--- src/rtl/hazard_pkg.sv ---
// Shared definitions for the pipeline hazard/redirect sequencer and the ID/EX stages.
package hazard_pkg;

    // Sequencer states; the encoding is visible on state_o for debug.
    typedef enum logic [1:0] {
        ST_INIT  = 2'd0,
        ST_RUN   = 2'd1,
        ST_STALL = 2'd2,
        ST_REDIR = 2'd3
    } state_t;

    localparam logic [4:0] REG_ZERO = 5'd0;
    localparam logic [4:0] REG_RA   = 5'd31;

    localparam logic [5:0] OP_JAL = 6'b000011;
    localparam logic [5:0] OP_LW  = 6'b100011;

endpackage

--- src/rtl/hazard_scoreboard.sv ---
// In-flight register write tracker. Slot 0 holds the instruction that just left ID (now in
// EX); each cycle entries age by one slot and the oldest drops out. Only the slots whose
// write has not yet landed in the regfile are compared against the ID source registers.
module hazard_scoreboard
    import hazard_pkg::*;
#(
    parameter int unsigned SB_DEPTH = 3,
    parameter int unsigned WB_SPLIT = 1
) (
    input  logic       CLK,
    input  logic       RST,
    input  logic       load_valid,
    input  logic [4:0] load_addr,
    input  logic [4:0] rs_addr,
    input  logic [4:0] rt_addr,
    input  logic       uses_rs,
    input  logic       uses_rt,
    output logic       hazard
);

    // Slots at or beyond this index have completed their write in time for an ID read.
    localparam int unsigned CHK_DEPTH = SB_DEPTH - WB_SPLIT;

    logic [SB_DEPTH-1:0] slot_valid;
    logic [4:0]          slot_addr [SB_DEPTH];

    // Shift register: load slot 0, age everything else by one, clear asynchronously.
    always_ff @(posedge CLK or posedge RST) begin
        if (RST) begin
            slot_valid <= '0;
            for (int unsigned k = 0; k < SB_DEPTH; k++) begin
                slot_addr[k] <= REG_ZERO;
            end
        end else begin
            slot_valid[0] <= load_valid;
            slot_addr[0]  <= load_addr;
            for (int unsigned k = 1; k < SB_DEPTH; k++) begin
                slot_valid[k] <= slot_valid[k-1];
                slot_addr[k]  <= slot_addr[k-1];
            end
        end
    end

    // Parallel compare of every still-pending slot against the ID source registers.
    always_comb begin
        hazard = 1'b0;
        for (int unsigned k = 0; k < SB_DEPTH; k++) begin
            if ((k < CHK_DEPTH) && slot_valid[k] && (slot_addr[k] != REG_ZERO) &&
                ((uses_rs && (slot_addr[k] == rs_addr)) ||
                 (uses_rt && (slot_addr[k] == rt_addr)))) begin
                hazard = 1'b1;
            end
        end
    end

endmodule

--- src/rtl/hazard_ctrl.sv ---
// Pipeline sequencer for the 5-stage MIPS core: stalls IF/ID on read-after-write hazards
// (no forwarding exists), flushes wrong-path instructions on taken branches/jumps, and
// clears the unreset pipeline registers after reset.
// Optional build macro HAZARD_PERF_CNT_EN adds saturating stall_cnt/flush_cnt outputs.
module hazard_ctrl
    import hazard_pkg::*;
#(
    parameter int unsigned SB_DEPTH = 3,
    parameter int unsigned WB_SPLIT = 1
) (
    input  logic        CLK,
    input  logic        RST,
    input  logic [4:0]  rs_addr_D,
    input  logic [4:0]  rt_addr_D,
    input  logic        uses_rs_D,
    input  logic        uses_rt_D,
    input  logic        RegWriteD,
    input  logic [4:0]  wb_addr_D,
    input  logic        BranchE,
    input  logic        JumpE,
    input  logic        ALUOutE0,
    output logic        StallF,
    output logic        StallD,
    output logic        FlushD,
    output logic        FlushE,
    output logic        PCSrcE,
    output logic [1:0]  state_o
`ifdef HAZARD_PERF_CNT_EN
    ,
    output logic [31:0] stall_cnt,
    output logic [31:0] flush_cnt
`endif
);

    state_t state;
    logic   hazard;
    logic   active;
    logic   redirect;
    logic   sb_load_valid;

    // Redirects are only honoured in RUN/STALL; in REDIR the EX stage holds a bubble.
    assign active   = (state == ST_RUN) || (state == ST_STALL);
    assign redirect = active && ((BranchE && ALUOutE0) || JumpE);
    assign state_o  = state;

    // A flushed ID instruction never reaches EX, so it must not occupy the scoreboard.
    assign sb_load_valid = RegWriteD && (wb_addr_D != REG_ZERO) && !FlushE;

    hazard_scoreboard #(
        .SB_DEPTH (SB_DEPTH),
        .WB_SPLIT (WB_SPLIT)
    ) u_scoreboard (
        .CLK        (CLK),
        .RST        (RST),
        .load_valid (sb_load_valid),
        .load_addr  (wb_addr_D),
        .rs_addr    (rs_addr_D),
        .rt_addr    (rt_addr_D),
        .uses_rs    (uses_rs_D),
        .uses_rt    (uses_rt_D),
        .hazard     (hazard)
    );

    // Pipeline control outputs, decoded from state and the current redirect/hazard.
    always_comb begin
        StallF = 1'b0;
        StallD = 1'b0;
        FlushD = 1'b0;
        FlushE = 1'b0;
        PCSrcE = 1'b0;
        unique case (state)
            ST_INIT: begin
                FlushD = 1'b1;
                FlushE = 1'b1;
                // PC is held only once reset has been released.
                StallF = !RST;
            end
            ST_RUN, ST_STALL: begin
                if (redirect) begin
                    PCSrcE = 1'b1;
                    FlushD = 1'b1;
                    FlushE = 1'b1;
                end else if (hazard) begin
                    StallF = 1'b1;
                    StallD = 1'b1;
                    FlushE = 1'b1;
                end
            end
            ST_REDIR: begin
            end
            default: begin
            end
        endcase
    end

    // Sequencer state register.
    always_ff @(posedge CLK or posedge RST) begin
        if (RST) begin
            state <= ST_INIT;
        end else begin
            unique case (state)
                ST_INIT:          state <= ST_RUN;
                ST_RUN, ST_STALL: state <= redirect ? ST_REDIR : (hazard ? ST_STALL : ST_RUN);
                ST_REDIR:         state <= hazard ? ST_STALL : ST_RUN;
                default:          state <= ST_INIT;
            endcase
        end
    end

`ifdef HAZARD_PERF_CNT_EN
    // Saturating event counters: hazard stall cycles and taken redirects.
    always_ff @(posedge CLK or posedge RST) begin
        if (RST) begin
            stall_cnt <= '0;
            flush_cnt <= '0;
        end else begin
            if (active && hazard && !redirect && (stall_cnt != 32'hFFFF_FFFF)) begin
                stall_cnt <= stall_cnt + 32'd1;
            end
            if (redirect && (flush_cnt != 32'hFFFF_FFFF)) begin
                flush_cnt <= flush_cnt + 32'd1;
            end
        end
    end
`endif

endmodule

--- config.mk ---
export PLATFORM = sky130hd
export DESIGN_NAME = hazard_ctrl
export DESIGN_NICKNAME = d
export VERILOG_FILES = /design/src/rtl/hazard_pkg.sv /design/src/rtl/hazard_scoreboard.sv /design/src/rtl/hazard_ctrl.sv
export SDC_FILE = /design/constraint.sdc
export NUM_CORES = 1
export LEC_CHECK = 0
export BUFFER_PORTS_ARGS = -buffer_cell sky130_fd_sc_hd__buf_2
export CAP_MARGIN = 20
export CORE_UTILIZATION = 47
export DETAILED_ROUTE_END_ITERATION = 10
export HOLD_SLACK_MARGIN = 0.02
export PLACE_DENSITY = 0.87
export SYNTH_ARGS = -nofsm -noshare
export SYNTH_HDL_FRONTEND = slang
export SYNTH_HIERARCHICAL = 1
export SYNTH_SLANG_ARGS = --single-unit
--- constraint.sdc ---
create_clock -name CLK -period 2.3 [get_ports CLK]
set_input_delay 0.115 -clock CLK [delete_from_list [all_inputs] [get_ports CLK]]
set_output_delay 0.115 -clock CLK [all_outputs]
set_load 0.005 [all_outputs]
==> key figures, run 1 <==
Run status
  • Status: complete, no violations

STA
  • Final setup violation count: 0
  • Final min period: 2.12 ns
  • Rel. slew slack: 0.713
  • Final hold vios: 0
  • Fmax: roughly 470 MHz
  • Worst Tran Pin Value: 0.429 ns
  • Final worst slack: around 0.18 ns
  • Pins over their slew limit: 0
  • RSZ-0062 raised after global routing: false
  • Fin Setup TNS: 0 ns
  • Fin Clk Skew: 0.00376 ns
  • Final period util: 0.923

Clock network
  • CTS tree: built
  • CTS buffer count: 3
  • H-tree depth: 1
  • Clk_lat worst skew: about 0.27 ns
  • CTS Buffer Depth: 2
  • Clock sink count: 14
  • CTS clk-pin slew, worst paths: around 0.080 ns
  • Post-CTS setup buffers: 0
  • CTS root buffer: clkbuf_4

Synthesis
  • Top-area cell type share of the netlist area: 0.445
  • Synth area leader: dfrtp_1
  • Synth top area cells: dfrtp_1, xor2_1, ha_1, xnor2_1, a32oi_1
  • Yosys warns: 6
  • Post-synth cell types: 17
  • Syn_area_per_cell: around 10 sq um
  • Post-synthesis sequential area ratio: 0.445
  • Syn_nets: 102
  • Post-synthesis cell count: 75
  • Synthesized flop and latch total: 14
  • Cell area after synthesis: a little under 800 sq um

Global route
  • Largest net degree at the start of global routing: 13
  • Number of global-route vias before repair: 669
  • Total grt overflow: 0
  • Antenna violations before repair: 0
  • First-pass GRT wire length: 2.81 mm
  • GRT Total Usage: 0.209

Die
  • Die H: 42.9 um
  • Die X: 42.9 um
  • Core region area: between 0.0015 and 0.002 sq mm
  • Initial Util: 0.511
  • Number of top-level pins: 30
  • Die Area: 0.00184 sq mm
  • Row count: 14

Power and ir drop
  • Maximum vdd drop: 0.000622 V
  • Pleak: 0.518 nW
  • Pwr dens: 763 mW/mm^2

Place
  • Gpl congestion: approximately 0.85
  • Port bufs: 29
  • Dpl hpwl: 1.44 mm
  • Pre-CTS setup slack: 0.414 ns

Worst setup path
  • Worst Path Max Fanout: 4
  • CP Data Arrival Time: 2.01 ns
  • WS Path Type: reg2out
  • Worst setup SP type: flip-flop
  • Req. time, crit path: 2.18 ns
  • Setup crit end kind: output port

Finish
  • Antenna diode count: 0
  • Share of layout cells above drive strength 1: 0.304
  • Area Growth Syn to Fin: 34.8%
  • Final net count: 143

Routing
  • 1st-pass router iterations: 4
  • Via count: 678
  • Wire per inst: 13.3 um
  • Vias per Instance: 5.18
  • DRC viols: 0
  • Antenna-violating nets left: 0
  • Total Routed Length: 1.75 mm
  • First DRT Iteration DRCs: 7

Job
  • Max-capacitance violation count: 0

Min path
  • Hold Path Class: in2reg
## metal layers
| metal | GRT usage | up-vias | wire length, um |
|---|---|---|---|
| li1 | - | 343 | - |
| met1 | 0.247 | 303 | 706 |
| met2 | 0.379 | 30 | 905 |
| met3 | 0.0170 | 2 | 123 |
| met4 | 0.0938 | 0 | 12 |
| met5 | 0 | - | 0 |
## registers in the layout (all words and copies together), names as in the netlist
register and cells:
state_o 2, u_scoreboard/slot_addr 10, u_scoreboard/slot_valid 2
## cell usage after synthesis, drive strengths merged
| cell | n |
|---|---|
| a21oi | 4 |
| o21ai | 3 |
| dfrtp | 14 |
| nor2 | 6 |
| a32oi | 3 |
| or4 | 3 |
| o22ai | 1 |
| inv | 5 |
| xor2 | 16 |
| o21bai | 1 |
| a211oi | 2 |
| ha | 4 |
| and3 | 1 |
| xnor2 | 4 |
| nor4 | 4 |
| and2 | 3 |
| a21o | 1 |
## cell families (layout without fill, tap and decap cells)
kind of cell	after synthesis	count (layout)	synth area share
adders and majority gates	4	4	0.0636
and+or+nand+nor	17	17	0.121
buffers and inverters	5	45	0.0238
DFF	14	14	0.445
xor gates and xnor gates	20	20	0.223
AOI/OAI and AO/OA	15	15	0.124
## placed cells by master, fill, tap and decap left out, types with 3 or more instances in the layout
| master | n |
|---|---|
| nor4_1 | 4 |
| xnor2_1 | 4 |
| and2_1 | 3 |
| xor2_1 | 16 |
| or4_1 | 3 |
| dlygate4sd3_1 | 6 |
| nor2_1 | 6 |
| a21oi_1 | 4 |
| ha_1 | 4 |
| o21ai_1 | 3 |
| a32oi_1 | 3 |
| dfrtp_1 | 14 |
| inv_1 | 5 |
| buf_2 | 29 |
| clkbuf_4 | 3 |
## final timing paths
check	startpoint	endpoint	slack, ns	depth (start not counted)
max in group asynchronous	RST	u_scoreboard/slot_addr[8]	1.61	3
hold / removal	RegWriteD	u_scoreboard/slot_valid[0]	0.08	3
setup reg to reg	u_scoreboard/slot_addr[10]	state_o[1]	0.41	7
setup / recovery	u_scoreboard/slot_addr[11]	StallF	0.18	7
min in group asynchronous	RST	state_o[0]	0.26	3
hold reg to reg	u_scoreboard/slot_valid[0]	u_scoreboard/slot_valid[1]	0.39	0
## where the power goes
part           internal (mW)  switching, mW
Sequential             0.285         0.0350
Combinational          0.155          0.168
Clock                 0.0961         0.0694
## critical path, cell delays in order, from the launching register on
cell and delay [ns]:
dfrtp_1 0.44, or4_1 0.54, o21ai_1 0.13, o22ai_1 0.11, buf_4 0.16, a32oi_1 0.18
nor2_1 0.05, buf_2 0.12
## stage by stage
| step | util | total power, mW | std cells | hold slack [ns] | instance area (sq um) |
|---|---|---|---|---|---|
| floorplan | - | 0.503 | 75 | -0.135 | 787 |
| global placement | 0.623 | 0.613 | 121 | -0.0159 | 960 |
| detailed placement | 0.623 | 0.630 | 121 | -0.00593 | 960 |
| CTS | 0.685 | 0.808 | 131 | 0.0732 | 1060 |
| global route | 0.688 | 0.876 | 131 | 0.117 | 1060 |
| finish | 0.688 | 0.809 | 131 | 0.0786 | 1060 |
## timing repair
| item | in CTS | in global routing |
|---|---|---|
| endpoints found under the hold margin | 19 | 0 |
| endpoints found under the setup margin | 0 | 1 |
| gates resized for setup | 0 | 1 |
| hold buffers | 6 | 0 |
## cell type report
cell class | instances | area, sq um
clock buffers | 4 | 36.3
fillers | 122 | 480
inverters | 5 | 18.8
multi-input cells | 56 | 423
flip-flops and latches | 14 | 350
well taps | 16 | 20.0
repair buffers | 36 | 213
Power figures use the tool's default switching activity.
==> run 2: changes to the inputs <==
--- a/config.mk
+++ b/config.mk
@@ -5,12 +5,14 @@
 export SDC_FILE = /design/constraint.sdc
 export NUM_CORES = 1
 export LEC_CHECK = 0
+export ABC_AREA = 1
 export BUFFER_PORTS_ARGS = -buffer_cell sky130_fd_sc_hd__buf_2
 export CAP_MARGIN = 20
-export CORE_UTILIZATION = 47
+export CORE_MARGIN = 1.5
+export CORE_UTILIZATION = 50
 export DETAILED_ROUTE_END_ITERATION = 10
 export HOLD_SLACK_MARGIN = 0.02
-export PLACE_DENSITY = 0.87
+export PLACE_DENSITY = 0.88
 export SYNTH_ARGS = -nofsm -noshare
 export SYNTH_HDL_FRONTEND = slang
 export SYNTH_HIERARCHICAL = 1
==> run 2 against run 1 <==
Effect of this change:
- total power is 2.8% higher
- highest routed layer unchanged
- fmax is 11% higher
- global-route usage is 4.4 points higher
- critical path type unchanged
- worst setup slack better by 0.22 ns
- largest power group unchanged
- synthesized cell count is 100% higher
- clock skew hardly changed
- sequential share of layout area is 4.6 points lower
- combinational power is 6% higher
- hold slack better by 0.0071 ns
- non-clock buffer count is 1 lower
- die area is 19% higher
- wire length is 36% higher
==> key figures, run 2 <==
Finish
  • Commonest cells after routing, fill and taps aside: nand2_1, buf_2, inv_1, nor2_1, dfrtp_1
  • Antenna diode count: 0 (unchanged)
  • Max FFs per register: 10 (unchanged)
  • Most common library cell in the layout ignoring fill and taps: nand2_1
  • Final Util: 0.698 (+0.00956)
  • Final Cell Area: 0.00123 sq mm (+16%)
  • Share of layout cells above drive strength 1: 0.240 (-0.0648)
  • Final cell count without fillers: 217 (+66%)
  • Biggest register: u_scoreboard/slot_addr
  • Area Growth Syn to Fin: 28.5%
  • Final net count: 220 (+54%)

Routing
  • Vias per Instance: 4.87 (-6.0%)
  • Met2 wire length: 1.22 mm (+34%)
  • 1st-pass router iterations: 4 (unchanged)
  • Wl on met1: 949 um (+34%)
  • Max layer used: met4
  • Wire per inst: 11.0 um (-18%)
  • Via count: 1056 (+56%)
  • Met3 WL: 137 um (+11%)
  • Total Routed Length: 2.38 mm (+36%)
  • DRC viols: 0 (unchanged)
  • Antenna-violating nets left: 0 (unchanged)
  • First DRT Iteration DRCs: 25 (+18)

Power and ir drop
  • Overall power: 0.832 mW (+2.8%)
  • Pleak: 0.766 nW (+48%)
  • Pwr dens: 676 mW/mm^2 (-11%)
  • Maximum vdd drop: 0.000664 V (+6.9%)

Die
  • Die X: 46.8 um (+9.0%)
  • Initial Util: 0.543 (+0.0327)
  • Die H: 46.8 um (+9.0%)
  • Row count: 15 (+1)
  • Die Area: 0.00219 sq mm (+19%)
  • Number of top-level pins: 30 (unchanged)
  • Core region area: 0.00176 sq mm (+14%)

STA
  • Worst Hold Slack: 0.0857 ns (+0.00711 ns)
  • RSZ-0062 raised after global routing: false
  • Fmax: 524 MHz (+11%)
  • Final min period: 1.91 ns (-0.215 ns)
  • Pins over their slew limit: 0 (unchanged)
  • Final worst slack: 0.392 ns (+0.215 ns)
  • Rel. slew slack: 0.711 (-0.00290)
  • Final setup violation count: 0 (unchanged)
  • Final hold vios: 0 (unchanged)
  • Fin Clk Skew: 0.00408 ns (+0.000321 ns)
  • Fin Setup TNS: 0 ns (unchanged)
  • Final period util: 0.830 (-0.0935)
  • Worst Tran Pin Value: 0.434 ns (+0.00434 ns)

Clock network
  • PostCTS Resize Cnt: 0 (unchanged)
  • CTS root buffer: clkbuf_4
  • Clock sink count: 14 (unchanged)
  • CTS tree: built
  • CTS buffer count: 3 (unchanged)
  • H-tree depth: 1 (unchanged)
  • CTS Buffer Depth: 2 (unchanged)
  • CTS clk-pin slew, worst paths: 0.08 ns (about the same)
  • Clk_lat worst skew: 0.28 ns (about the same)

Global route
  • Largest net degree at the start of global routing: 13 (unchanged)
  • Number of global-route vias before repair: 971 (+45%)
  • Antenna violations before repair: 0 (unchanged)
  • First-pass GRT wire length: 3.77 mm (+34%)
  • GRT Total Usage: 0.253 (+0.0436)
  • Total grt overflow: 0 (unchanged)

Worst setup path
  • Req. time, crit path: 2.18 ns (about the same)
  • Worst Path Max Fanout: 5 (+1)
  • CP Buf/Inv Count: 2 (unchanged)
  • CP Cell Sequence: inv_2 > nand2_1 > nand2_1 > nor2_1 > nand3_1 > nand2_1 > nand2_1 > nand2_1 > nand2_2 > nor2_4 > a21oi_2 > nor2_2 > buf_2
  • Slowest stage delay, CP: 0.43 ns (-0.11 ns)
  • CP most frequent cell: nand2_1
  • Setup crit end kind: output port
  • Crit path max-delay family: simple AND/OR/NAND/NOR gates
  • Slowest stage cell on the critical path: dfrtp_1
  • CP Data Arrival Time: 1.79 ns (-0.22 ns)
  • WS Path Type: reg2out
  • Worst setup SP type: flip-flop

Synthesis
  • Fraction of synthesis flops using an asynchronous set or reset pin: 1.00 (unchanged)
  • Syn_area_per_cell: 6.26 sq um (-40%)
  • Synth area leader: dfrtp_1
  • Cell area after synthesis: 958 sq um (+22%)
  • Top cells by count, synth: nand2_1, inv_1, nor2_1
  • Post-synth cell types: 15 (-2)
  • Ys flop type: dfrtp_1
  • Most common cell in the netlist: nand2_1
  • Syn_nets: 180 (+76%)
  • Top-area cell type share of the netlist area: 0.366 (-0.0796)
  • Post-synthesis cell count: 153 (+100%)
  • Yosys warns: 6 (unchanged)
  • Synth top area cells: dfrtp_1, nand2_1, inv_1, nor2_1, ha_1
  • Synthesized flop and latch total: 14 (unchanged)
  • Post-synthesis sequential area ratio: 0.366 (-0.0796)
  • Number of synthesized flops with an enable pin: 0 (unchanged)

Place
  • Cells after DPL: 207 (+71%)
  • DP Area: 0.00113 sq mm (+18%)
  • Dpl hpwl: 1.86 mm (+29%)
  • Port bufs: 29 (unchanged)
  • Gpl congestion: 0.877 (+3.2%)
  • Pre-CTS setup slack: 0.730 ns (+0.315 ns)

Job
  • Max-capacitance violation count: 0 (unchanged)

Min path
  • Hold Path Class: in2reg

Run status
  • Status: complete, no violations
[run 2: where the power goes]
group / leakage [nW] / internal, mW / switching (mW)
Combinational: 0.581 / 0.140 / 0.203
Sequential: 0.164 / 0.282 / 0.0300
Clock: 0.0210 / 0.0964 / 0.0803
[run 2: cell families (layout without fill, tap and decap cells)]
group	after synthesis	after routing	share of synthesized area
adder cells (fa/ha/maj)	4	4	0.0522
AND/OR/NAND/NOR	96	96	0.407
buffers and inverters	29	68	0.114
flip-flops	14	14	0.366
AO/OA/AOI/OAI	10	10	0.0614
[run 2: what timing repair did]
action	in CTS	in global routing
setup buffers	0	0
hold buffers	6	0
endpoints found under the hold margin	19	0
[run 2: path summary, 6_finish.rpt]
| kind | start | endpoint | slack (ns) | cells after the start |
|---|---|---|---|---|
| setup / recovery | u_scoreboard/slot_addr[14] | StallF | 0.39 | 13 |
| hold / removal | RegWriteD | u_scoreboard/slot_valid[0] | 0.09 | 3 |
| setup reg to reg | u_scoreboard/slot_addr[13] | u_scoreboard/slot_valid[0] | 0.86 | 9 |
| hold reg to reg | u_scoreboard/slot_addr[10] | u_scoreboard/slot_addr[5] | 0.38 | 0 |
| max in group asynchronous | RST | u_scoreboard/slot_addr[8] | 1.62 | 3 |
| min in group asynchronous | RST | state_o[1] | 0.24 | 3 |
[run 2: worst min-delay path: stages]
cell	delay, ns
buf_2	0.10
o21ai_0	0.09
a21oi_2	0.04
[run 2: layer usage]
metal,vias up,global-route usage
li1,531,-
met1,480,0.293
met2,37,0.441
met3,8,0.0346
met4,0,0.150
met5,-,0
[run 2: layout make-up]
cell class | count | area [sq um]
multi-input combinational | 110 | 499
timing repair buffer | 35 | 205
fill | 163 | 533
tap | 25 | 31.3
inverter | 29 | 109
sequential | 14 | 350
clock buffer | 4 | 36.3
==> run 3: changes to the inputs <==
--- a/config.mk
+++ b/config.mk
@@ -5,14 +5,14 @@
 export SDC_FILE = /design/constraint.sdc
 export NUM_CORES = 1
 export LEC_CHECK = 0
-export ABC_AREA = 1
+export ABC_AREA = 0
 export BUFFER_PORTS_ARGS = -buffer_cell sky130_fd_sc_hd__buf_2
 export CAP_MARGIN = 20
 export CORE_MARGIN = 1.5
-export CORE_UTILIZATION = 50
+export CORE_UTILIZATION = 47
 export DETAILED_ROUTE_END_ITERATION = 10
 export HOLD_SLACK_MARGIN = 0.02
-export PLACE_DENSITY = 0.88
+export PLACE_DENSITY = 0.87
 export SYNTH_ARGS = -nofsm -noshare
 export SYNTH_HDL_FRONTEND = slang
 export SYNTH_HIERARCHICAL = 1
==> constraint.sdc (replaced) <==
create_clock -name CLK -period 1.95 [get_ports CLK]
set_input_delay 0.0975 -clock CLK [delete_from_list [all_inputs] [get_ports CLK]]
set_output_delay 0.0975 -clock CLK [all_outputs]
set_load 0.005 [all_outputs]
==> run 3 against run 2 <==
Effect of this change:
- the flow now finishes with violations (setup timing)
- sequential cell count did not move
- global-route usage fell by 4.0 points
- total power rose by 20%
- sequential share of layout area rose by 2.0 points
- critical path type unchanged
- largest cell class unchanged
==> key figures, run 3 (same netlist as run 1, synthesis figures left out) <==
Run status
  • Status: finished with violations
  • Violated checks: setup timing

STA
  • Worst Tran Pin Value: 0.418 ns (-0.0157 ns)
  • RSZ-0062 raised after global routing: true
  • Pins over their slew limit: 0 (unchanged)
  • Final period util: 1.09
  • Rel. slew slack: 0.721 (+0.0105)
  • Fin Clk Skew: 0.00121 ns (-0.00287 ns)
  • Final setup violation count: 4 (+4)
  • Final min period: 2.12 ns
  • Final worst slack: -0.167 ns (-0.559 ns)
  • Final hold vios: 0 (unchanged)
  • Fmax: around 470 MHz

Clock network
  • Clock sink count: 14 (unchanged)
  • CTS Buffer Depth: 2 (unchanged)
  • CTS clk-pin slew, worst paths: 0.07 ns (about the same)
  • CTS tree: built
  • H-tree depth: 1 (unchanged)
  • Clk_lat worst skew: 0.27 ns (about the same)
  • CTS root buffer: clkbuf_4
  • CTS buffer count: 3 (unchanged)

Finish
  • Share of layout cells above drive strength 1: 0.407 (+0.167)
  • Area Growth Syn to Fin: 45.9%
  • Final Util: 0.745 (+0.0473)
  • FILL cells: 104 (-36%)
  • Final cell count without fillers: 139 (-36%)
  • Biggest register: u_scoreboard/slot_addr
  • Commonest cells after routing, fill and taps aside: buf_2, xor2_1, dfrtp_1, buf_4
  • Antenna diode count: 0 (unchanged)
  • Final net count: 151 (-31%)
  • Most common library cell in the layout ignoring fill and taps: buf_2
  • Max FFs per register: 10 (unchanged)

Worst setup path
  • RR Startpoint: u_scoreboard/slot_addr[14]
  • Slowest stage delay, CP: 0.56 ns (+0.13 ns)
  • Setup crit end kind: output port
  • Req. time, crit path: 1.85 ns (-0.33 ns)
  • Slowest stage cell on the critical path: or4_4
  • Worst setup SP type: flip-flop
  • CP Cell Sequence: or4_4 > o21ai_2 > o22ai_2 > buf_4 > a32oi_1 > nor2_1 > buf_2
  • Worst Path Max Fanout: 3 (-2)
  • CP Launch Point: u_scoreboard/slot_addr[14]
  • WS Path Type: reg2out
  • CP Data Arrival Time: 2.02 ns (+0.23 ns)

Die
  • Initial Util: 0.511 (-0.0327)
  • Die Area: 0.00193 sq mm (-12%)
  • Number of top-level pins: 30 (unchanged)
  • Core region area: 0.00154 sq mm (-13%)
  • Die H: 43.9 um (-6.1%)
  • Die X: 43.9 um (-6.1%)
  • Row count: 14 (-1)

Power and ir drop
  • Pwr dens: 868 mW/mm^2 (+29%)
  • Maximum vdd drop: 0.000723 V (+8.9%)
  • Overall power: 0.997 mW (+20%)
  • Pleak: 0.564 nW (-26%)

Routing
  • 1st-pass router iterations: 2 (-2)
  • First DRT Iteration DRCs: 2 (-92%)
  • Antenna-violating nets left: 0 (unchanged)
  • Total Routed Length: 2.01 mm (-16%)
  • Wire per inst: 14.4 um (+32%)
  • Via count: 732 (-31%)
  • DRC viols: 0 (unchanged)
  • Vias per Instance: 5.27 (+8.2%)

Place
  • Port bufs: 29 (unchanged)
  • Gpl congestion: 0.834 (-4.9%)
  • Dpl hpwl: 1.34 mm (-28%)
  • Cells after DPL: 121 (-42%)

Global route
  • Antenna violations before repair: 0 (unchanged)
  • Total grt overflow: 0 (unchanged)
  • First-pass GRT wire length: 2.94 mm (-22%)
  • Largest net degree at the start of global routing: 13 (unchanged)
  • GRT Total Usage: 0.212 (-0.0405)
  • Number of global-route vias before repair: 723 (-26%)

Min path
  • Hold Path Origin: RegWriteD
  • Hold Path Class: in2reg

Job
  • Max-capacitance violation count: 0 (unchanged)
[run 3: cell count changes in the layout (fill, tap and decap cells not counted), sizes merged, moves of 6 or more]
cell   previous run  this run
xor2              0        16
nand2            65         0
buf              29        38
inv              29         5
nor2             24         6
nand3             6         0
[run 3: through the flow]
step,hold WS [ns],instance area [sq um],setup TNS [ns],setup WS [ns]
6_report,0.0688,1150,-0.433,-0.167
5_1_grt,0.0800,1150,-0.989,-0.282
4_1_cts,0.0624,1100,-0.281,-0.128
3_5_place_dp,-0.0208,960,0,0.0700
3_3_place_gp,-0.0335,960,0,0.142
2_1_floorplan,-0.153,787,0,0.134
[run 3: worst paths after layout]
check	end	slack, ns	cells past startpoint
max	StallF	-0.17	7
min	u_scoreboard/slot_valid[0]	0.07	3
max reg2reg	state_o[1]	-0.04	9
min reg2reg	u_scoreboard/slot_valid[1]	0.42	0
max in group asynchronous	u_scoreboard/slot_addr[11]	1.29	3
min in group asynchronous	state_o[0]	0.24	3
[run 3: critical path, delay by kind of cell, from the launching register on]
| family | cells | cell delay [ns] |
|---|---|---|
| and+or+nand+nor | 2 | 0.62 |
| AOI/OAI and AO/OA | 3 | 0.46 |
| DFF | 1 | 0.41 |
| buffers and inverters | 2 | 0.27 |
[run 3: report_power, final]
part | switching, mW | internal [mW]
clock | 0.0815 | 0.113
sequential | 0.0404 | 0.336
combinational | 0.220 | 0.206
[run 3: layout make-up]
type,instances,area [sq um],share of cell area
clock buffer,4,36.3,0.0316
inverter,5,21.3,0.0185
multi-input combinational,56,448,0.390
sequential,14,350,0.305
tap,16,20.0,0.0174
timing repair buffer,44,273,0.237
[run 3: timing repair]
item	in CTS	in global routing
hold buffers	6	0
hold endpoints to repair	19	0
setup endpoints to repair	3	5
setup buffers	5	4
resized for setup	1	8
pin swaps	5	8
[run 3: layer usage]
metal | share of wire | up-vias | routed length, um | GRT usage
li1 | - | 361 | - | -
met1 | 0.40 | 344 | 811 | 0.240
met2 | 0.53 | 21 | 1070 | 0.368
met3 | 0.044 | 6 | 89 | 0.0417
met4 | 0.020 | 0 | 40 | 0.121
met5 | 0 | - | 0 | 0
